**src/rtl/fetcher.sv**
```systemverilog
// Per-warp PC holder and round-robin fetch scheduler for one compute unit.
// Ports: clk_i/rst_i (sync, active-high); start_* warp launch; ib_space_i
// per-warp buffer room; ic_ready_i/fe_* fetch request to the I-cache;
// dec_* decoder feedback; bru_* branch resolution; all_stopped_o.
// Optional BGPU_FETCHER_PERF_EN adds perf_fetches_o/perf_stall_cycles_o.
module fetcher #(
  parameter int FetchWidth     = 1,
  parameter int PcWidth        = 32,
  parameter int NumWarps       = 8,
  parameter int WarpWidth      = 32,
  parameter int WidWidth       = (NumWarps > 1) ? $clog2(NumWarps) : 1,
  parameter int SubwarpIdWidth = (WarpWidth > 1) ? $clog2(WarpWidth) : 1
) (
  input  logic                      clk_i,
  input  logic                      rst_i,
  input  logic                      start_valid_i,
  output logic                      start_ready_o,
  input  logic [PcWidth-1:0]        start_pc_i,
  input  logic [NumWarps-1:0]       ib_space_i,
  input  logic                      ic_ready_i,
  output logic                      fe_valid_o,
  output logic [PcWidth-1:0]        fe_pc_o,
  output logic [WarpWidth-1:0]      fe_act_mask_o,
  output logic [WidWidth-1:0]       fe_warp_id_o,
  output logic [SubwarpIdWidth-1:0] fe_subwarp_id_o,
  output logic [FetchWidth-1:0]     fe_fetch_mask_o,
  input  logic                      dec_decoded_i,
  input  logic                      dec_stop_warp_i,
  input  logic                      dec_decoded_branch_i,
  input  logic                      dec_decoded_sync_i,
  input  logic [WidWidth-1:0]       dec_decoded_warp_id_i,
  input  logic [PcWidth-1:0]        dec_decoded_next_pc_i,
  input  logic                      bru_valid_i,
  input  logic [WidWidth-1:0]       bru_warp_id_i,
  input  logic [PcWidth-1:0]        bru_next_pc_i,
  output logic                      all_stopped_o
`ifdef BGPU_FETCHER_PERF_EN
  ,
  output logic [31:0]               perf_fetches_o,
  output logic [31:0]               perf_stall_cycles_o
`endif
);

  typedef enum logic [2:0] {
    INACTIVE, READY, FETCHING, WAIT_BRANCH, WAIT_SYNC
  } wstate_e;

  wstate_e                   state_q [NumWarps];
  wstate_e                   state_d [NumWarps];
  logic [PcWidth-1:0]        pc_q    [NumWarps];
  logic [PcWidth-1:0]        pc_d    [NumWarps];
  logic [WarpWidth-1:0]      amask_q [NumWarps];
  logic [WarpWidth-1:0]      amask_d [NumWarps];
  logic [SubwarpIdWidth-1:0] sub_q   [NumWarps];
  logic [SubwarpIdWidth-1:0] sub_d   [NumWarps];

  logic [WidWidth-1:0] rr_q, rr_d;
  logic [WidWidth-1:0] lock_wid_q;
  logic                lock_q;

  logic [NumWarps-1:0] eligible;
  logic                any_inactive, all_inactive;
  logic                sync_any, sync_all, sync_rel;
  logic                rr_hit;
  logic [WidWidth-1:0] rr_wid, grant_wid, launch_wid;
  logic                launch, handshake;
  logic [PcWidth-1:0]  blk_off;

  always_comb begin
    eligible     = '0;
    any_inactive = 1'b0;
    all_inactive = 1'b1;
    sync_any     = 1'b0;
    sync_all     = 1'b1;
    launch_wid   = '0;
    for (int w = NumWarps - 1; w >= 0; w--) begin
      eligible[w] = (state_q[w] == READY) && ib_space_i[w];
      if (state_q[w] == INACTIVE) begin
        any_inactive = 1'b1;
        launch_wid   = WidWidth'(w);
      end else begin
        all_inactive = 1'b0;
      end
      if (state_q[w] == WAIT_SYNC) sync_any = 1'b1;
      else if (state_q[w] != INACTIVE) sync_all = 1'b0;
    end
    sync_rel = sync_any && sync_all;
  end

  // First eligible warp at or after the pointer.
  always_comb begin
    rr_hit = 1'b0;
    rr_wid = rr_q;
    for (int k = 0; k < NumWarps; k++) begin
      if (!rr_hit && eligible[(int'(rr_q) + k) % NumWarps]) begin
        rr_hit = 1'b1;
        rr_wid = WidWidth'((int'(rr_q) + k) % NumWarps);
      end
    end
  end

  // A stalled request stays pinned to its warp until accepted.
  assign grant_wid     = lock_q ? lock_wid_q : rr_wid;
  assign fe_valid_o    = lock_q || rr_hit;
  assign handshake     = fe_valid_o && ic_ready_i;
  assign start_ready_o = any_inactive;
  assign all_stopped_o = all_inactive;
  assign launch        = start_valid_i && any_inactive;

  assign fe_warp_id_o    = grant_wid;
  assign fe_pc_o         = pc_q[grant_wid];
  assign fe_act_mask_o   = amask_q[grant_wid];
  assign fe_subwarp_id_o = sub_q[grant_wid];
  assign blk_off = pc_q[grant_wid] & PcWidth'(FetchWidth - 1);

  always_comb begin
    for (int i = 0; i < FetchWidth; i++) begin
      fe_fetch_mask_o[i] = (PcWidth'(i) >= blk_off);
    end
  end

  assign rr_d = handshake
    ? WidWidth'((int'(grant_wid) + 1) % NumWarps) : rr_q;

  always_comb begin
    for (int w = 0; w < NumWarps; w++) begin
      state_d[w] = state_q[w];
      pc_d[w]    = pc_q[w];
      amask_d[w] = amask_q[w];
      sub_d[w]   = sub_q[w];
      if (launch && launch_wid == WidWidth'(w)) begin
        state_d[w] = READY;
        pc_d[w]    = start_pc_i;
        amask_d[w] = '1;
        sub_d[w]   = '0;
      end
      if (handshake && grant_wid == WidWidth'(w)) begin
        state_d[w] = FETCHING;
      end
      if (sync_rel && state_q[w] == WAIT_SYNC) begin
        state_d[w] = READY;
      end
      if (bru_valid_i && bru_warp_id_i == WidWidth'(w)
          && state_q[w] == WAIT_BRANCH) begin
        state_d[w] = READY;
        pc_d[w]    = bru_next_pc_i;
      end
      if (dec_decoded_i && dec_decoded_warp_id_i == WidWidth'(w)
          && state_q[w] == FETCHING) begin
        unique case (1'b1)
          dec_stop_warp_i: state_d[w] = INACTIVE;
          dec_decoded_branch_i: state_d[w] = WAIT_BRANCH;
          dec_decoded_sync_i: begin
            state_d[w] = WAIT_SYNC;
            pc_d[w]    = dec_decoded_next_pc_i;
          end
          default: begin
            state_d[w] = READY;
            pc_d[w]    = dec_decoded_next_pc_i;
          end
        endcase
      end
    end
  end

  always_ff @(posedge clk_i) begin
    if (rst_i) begin
      for (int w = 0; w < NumWarps; w++) begin
        state_q[w] <= INACTIVE;
        pc_q[w]    <= '0;
        amask_q[w] <= '0;
        sub_q[w]   <= '0;
      end
      rr_q       <= '0;
      lock_q     <= 1'b0;
      lock_wid_q <= '0;
    end else begin
      state_q    <= state_d;
      pc_q       <= pc_d;
      amask_q    <= amask_d;
      sub_q      <= sub_d;
      rr_q       <= rr_d;
      lock_q     <= fe_valid_o && !ic_ready_i;
      lock_wid_q <= grant_wid;
    end
  end

`ifdef BGPU_FETCHER_PERF_EN
  always_ff @(posedge clk_i) begin
    if (rst_i) begin
      perf_fetches_o      <= '0;
      perf_stall_cycles_o <= '0;
    end else begin
      if (handshake && perf_fetches_o != '1)
        perf_fetches_o <= perf_fetches_o + 32'd1;
      if (fe_valid_o && !ic_ready_i && perf_stall_cycles_o != '1)
        perf_stall_cycles_o <= perf_stall_cycles_o + 32'd1;
    end
  end
`else
`endif

`ifndef SYNTHESIS
  always @(posedge clk_i) begin
    if (!rst_i && dec_decoded_i)
      assert (state_q[dec_decoded_warp_id_i] == FETCHING)
        else $error("fetcher: decode for a warp not fetching");
    if (!rst_i && bru_valid_i)
      assert (state_q[bru_warp_id_i] == WAIT_BRANCH)
        else $error("fetcher: bru for a warp not waiting on branch");
  end
`endif

endmodule

```
**config.mk**
```make
export PLATFORM = sky130hd
export DESIGN_NAME = fetcher
export DESIGN_NICKNAME = d
export VERILOG_FILES = /design/src/rtl/fetcher.sv
export SDC_FILE = /design/constraint.sdc
export NUM_CORES = 1
export LEC_CHECK = 0
export ABC_AREA = 1
export CORE_MARGIN = 3
export CORE_UTILIZATION = 58
export DETAILED_ROUTE_END_ITERATION = 10
export PLACE_DENSITY_LB_ADDON = 0.12
export SETUP_SLACK_MARGIN = 0.3
export SYNTH_ARGS = -nofsm -noshare
export SYNTH_HDL_FRONTEND = slang
export SYNTH_SLANG_ARGS = --single-unit
```
**constraint.sdc**
```tcl
create_clock -name clk_i -period 4.6 [get_ports clk_i]
set_input_delay 0.46 -clock clk_i [delete_from_list [all_inputs] [get_ports clk_i]]
set_output_delay 0.46 -clock clk_i [all_outputs]
set_load 0.01 [all_outputs]
```
==> flow_metrics.env <==
export IMPL_gp_congestion=0.9325
export IMPL_cts_buffers=34
export IMPL_ir_worst_vdd_mv=0.9549
export IMPL_port_buffer_count=188
export IMPL_via_per_inst=6.669
export IMPL_p_seq_frac=0.183
export IMPL_yosys_area_share_simple=0.2887
export IMPL_netlist_area_um2=18850
export IMPL_ys_async_sr_fraction=0
export IMPL_clk_latency_ns=0.53
export IMPL_cap_violations=0
export IMPL_ys_types=46
export IMPL_postCtsHoldBufs=0
export IMPL_maxSlewViolCount=0
export IMPL_p_clk_frac=0.168
export IMPL_instances_no_fill=3507
export IMPL_route_detailed_drc=0
export IMPL_outcome="finished, final reports clean"
export IMPL_fin_crit_ns=4.196
export IMPL_synth_top_family_by_area="simple AND/OR/NAND/NOR gates"
export IMPL_rsz0062_at_grt="yes"
export IMPL_rows=65
export IMPL_overflow=0
export IMPL_tritoncts="done"
export IMPL_grt_pass1_wl_um=121100
export IMPL_drt_iter0_drc=3786
export IMPL_dp_slack_ns=0.2117
export IMPL_crit_type="reg2out"
export IMPL_ant_nets=0
export IMPL_min_path_type="reg2reg"
export IMPL_ys_ff_latch=295
export IMPL_setup_ws_ns=0.4042
export IMPL_crit_path_end_kind="output port"
export IMPL_track_usage=0.4453
export IMPL_switchingPower_mw=7.905
export IMPL_synth_edf_count=0
export IMPL_dr_pass1_iters=7
export IMPL_p_int_mw=8.508
export IMPL_fin_hold_ws_ns=0.4576
export IMPL_fin_setup_tns_ns=0
export IMPL_synth_top_area_share=0.3133
export IMPL_clkTransAtPathRegs_ns=0.06
export IMPL_yosys_warnings=0
export IMPL_p_leak_nw=8.361
export IMPL_setup_viol=0
export IMPL_cp_arrival_ns=3.74
export IMPL_skew_ns=0.03150
export IMPL_synth_xor_area_share=0.001328
export IMPL_crit_fanout=16
export IMPL_dp_cells=3403
export IMPL_critPathLaunchType="flop"
export IMPL_power_frac_comb=0.648
export IMPL_synthTopCellsByArea="dfxtp_1, nand2_1, o21ai_0"
export IMPL_dp_hpwl_um=45560
export IMPL_grt_start_max_net_pins=104
export IMPL_fmax_mhz=238.3
export IMPL_core_um2=31800
export IMPL_area_growth_pct=18.86
export IMPL_die_y_um=186.3
export IMPL_fin_nets=3170
export IMPL_die_w_um=186.3
export IMPL_fin_crit_sh=0.9121
export IMPL_cts_root_buf="clkbuf_16"
export IMPL_utilization=0.7046
export IMPL_syn_inst=3005
export IMPL_ys_flop_type="dfxtp_1"
export IMPL_drive_above_1_share=0.1016
export IMPL_yosysSeqAreaShare=0.3133
export IMPL_power_density_nw_per_um2=732.5
export IMPL_switching_share=0.4816
export IMPL_dieArea_um2=34700
export IMPL_required_ns=4.14
export IMPL_place_area_um2=20640
export IMPL_synthAdderAreaFrac=0.001991
export IMPL_synth_largest_area_cell="dfxtp_1"
export IMPL_avgSynthCellArea_um2=6.273
export IMPL_total_power_mw=16.41
export IMPL_synth_mux_area_frac=0
export IMPL_initial_core_util=0.5928
export IMPL_finalHoldViolCount=0
export IMPL_cts_sinks=295
export IMPL_design_area_um2=22410
export IMPL_h_tree_depth=2
export IMPL_antenna_found_initial=3
export IMPL_boundaryPins=195
export IMPL_grt_pass1_vias=21750
export IMPL_synth_compound_area_share=0.2808
export IMPL_slew_headroom=0.2781
export IMPL_routed_wl_um=80660
export IMPL_cts_buffer_depth=3
export IMPL_vias=23390
export IMPL_tightest_slew_ns=1.082
export IMPL_post_drt_wl_per_cell_um=23.00
[cell type report]
cell class              instances  area, um^2
fillers                      2740        9394
clock inverters                11       118.9
flip-flops and latches        295        5916
repair buffers                300        2943
diodes                          1       2.502
inverters                     199       769.5
clock buffers                  48       983.4
multi-input cells            2218       11130
well taps                     435       544.3
[per-layer routing]
layer  global-route usage  vias to the layer above  part of all wire
met4               0.2904                        6             0.073
met1               0.5601                    10500              0.36
met3               0.1252                      533              0.15
li1                     -                    10340                 -
met2               0.6702                     2010              0.42
met5                    0                        -           0.00045
[worst max-delay path: stages, from the launching register on]
cell and delay (ns):
dfxtp_4 0.38, inv_6 0.06, ha_4 0.16, or2_1 0.24, nand2_2 0.13, inv_2 0.06
nor2_2 0.15, nor2_4 0.07, buf_4 0.13, buf_4 0.12, buf_4 0.12, nand4_1 0.11
nand2_1 0.06, inv_1 0.05, nand2_1 0.05, nand2_1 0.05, nand2_1 0.05, nand2_1 0.06
nand2_1 0.06, nand2_1 0.11, nand2_4 0.11, inv_2 0.10, buf_4 0.12, buf_8 0.19
nand2_1 0.09, nand2_1 0.11, dlygate4sd2_1 0.28
[power by group through the flow]
stage	registers [mW]	logic [mW]	clock network, mW
4_1_cts	2.99	9.83	2.75
2_1_floorplan	2.98	4.79	0
3_5_place_dp	3.04	8.02	0
3_3_place_gp	3.03	7.96	0
5_1_grt	3.03	10.9	2.86
6_report	3.01	10.6	2.76
[cell usage after synthesis (2+ instances only)]
cell / instances
a22oi_1: 2
nor3_1: 8
ha_1: 3
clkinv_1: 8
nor2_4: 3
buf_2: 21
nand2_4: 3
nand2_1: 864
dfxtp_1: 295
nand3_1: 172
nand3_2: 3
buf_4: 50
o22ai_1: 24
nor2_2: 6
inv_2: 14
inv_1: 177
o21ai_0: 300
nand3b_1: 2
o21ai_1: 11
nor2_1: 166
o211ai_1: 133
nor4_1: 12
a211oi_1: 77
o21a_1: 4
a21oi_1: 174
a31oi_1: 165
clkbuf_1: 185
buf_1: 6
clkbuf_2: 32
buf_6: 3
nand4_1: 62
nand2_2: 5
conb_1: 2
[cells by family (layout without fill, tap and decap cells)]
kind of cell             Yosys count  count (layout)
flip-flops                       295             295
buffers and inverters            496             558
other                              2               7
AND/OR/NAND/NOR                 1310            1310
AO/OA/AOI/OAI                    897             897
XOR/XNOR                           2               2
adder cells (fa/ha/maj)            3               3
[final timing paths]
path / start / slack [ns] / cells after the start / to
hold reg to reg: amask_q[160] / 0.46 / 2 / amask_q[160]
setup reg to reg: rr_q[0] / 1.13 / 25 / state_q[0]
setup / recovery: rr_q[0] / 0.40 / 26 / fe_pc_o[3]
hold / removal: amask_q[160] / 0.46 / 2 / amask_q[160]
[state kept, by name, indices dropped and copies added, names as in the netlist]
signal and count:
state_q 24, lock_wid_q 3, amask_q 8, lock_q 1, pc_q 256, rr_q 3
[repair_timing]
item	in CTS	in global routing
buffers inserted	17	20
pin swaps	8	15
cloned	7	0
hold endpoints to repair	0	0
gates resized for setup	146	126
setup endpoints to repair	64	65
[layout by cell type (no fill, tap or decap), types with 10 or more instances in the layout]
cell and instances:
nand4_1 62, buf_2 17, o21ai_0 299, buf_12 20, nor2_1 150, nand3_2 14
clkbuf_2 30, nand3_1 159, nor2_4 15, a21oi_1 174, o21ai_1 12, buf_4 76
nand2_1 851, a31oi_1 165, a211oi_1 77, o22ai_1 23, inv_2 14, nor2_2 10
dlygate4sd2_1 10, o211ai_1 133, nand2_2 14, dfxtp_1 291, clkbuf_16 34, clkdlybuf4s50_1 124
inv_1 173
Note: power is estimated with default switching activity, not from simulation.
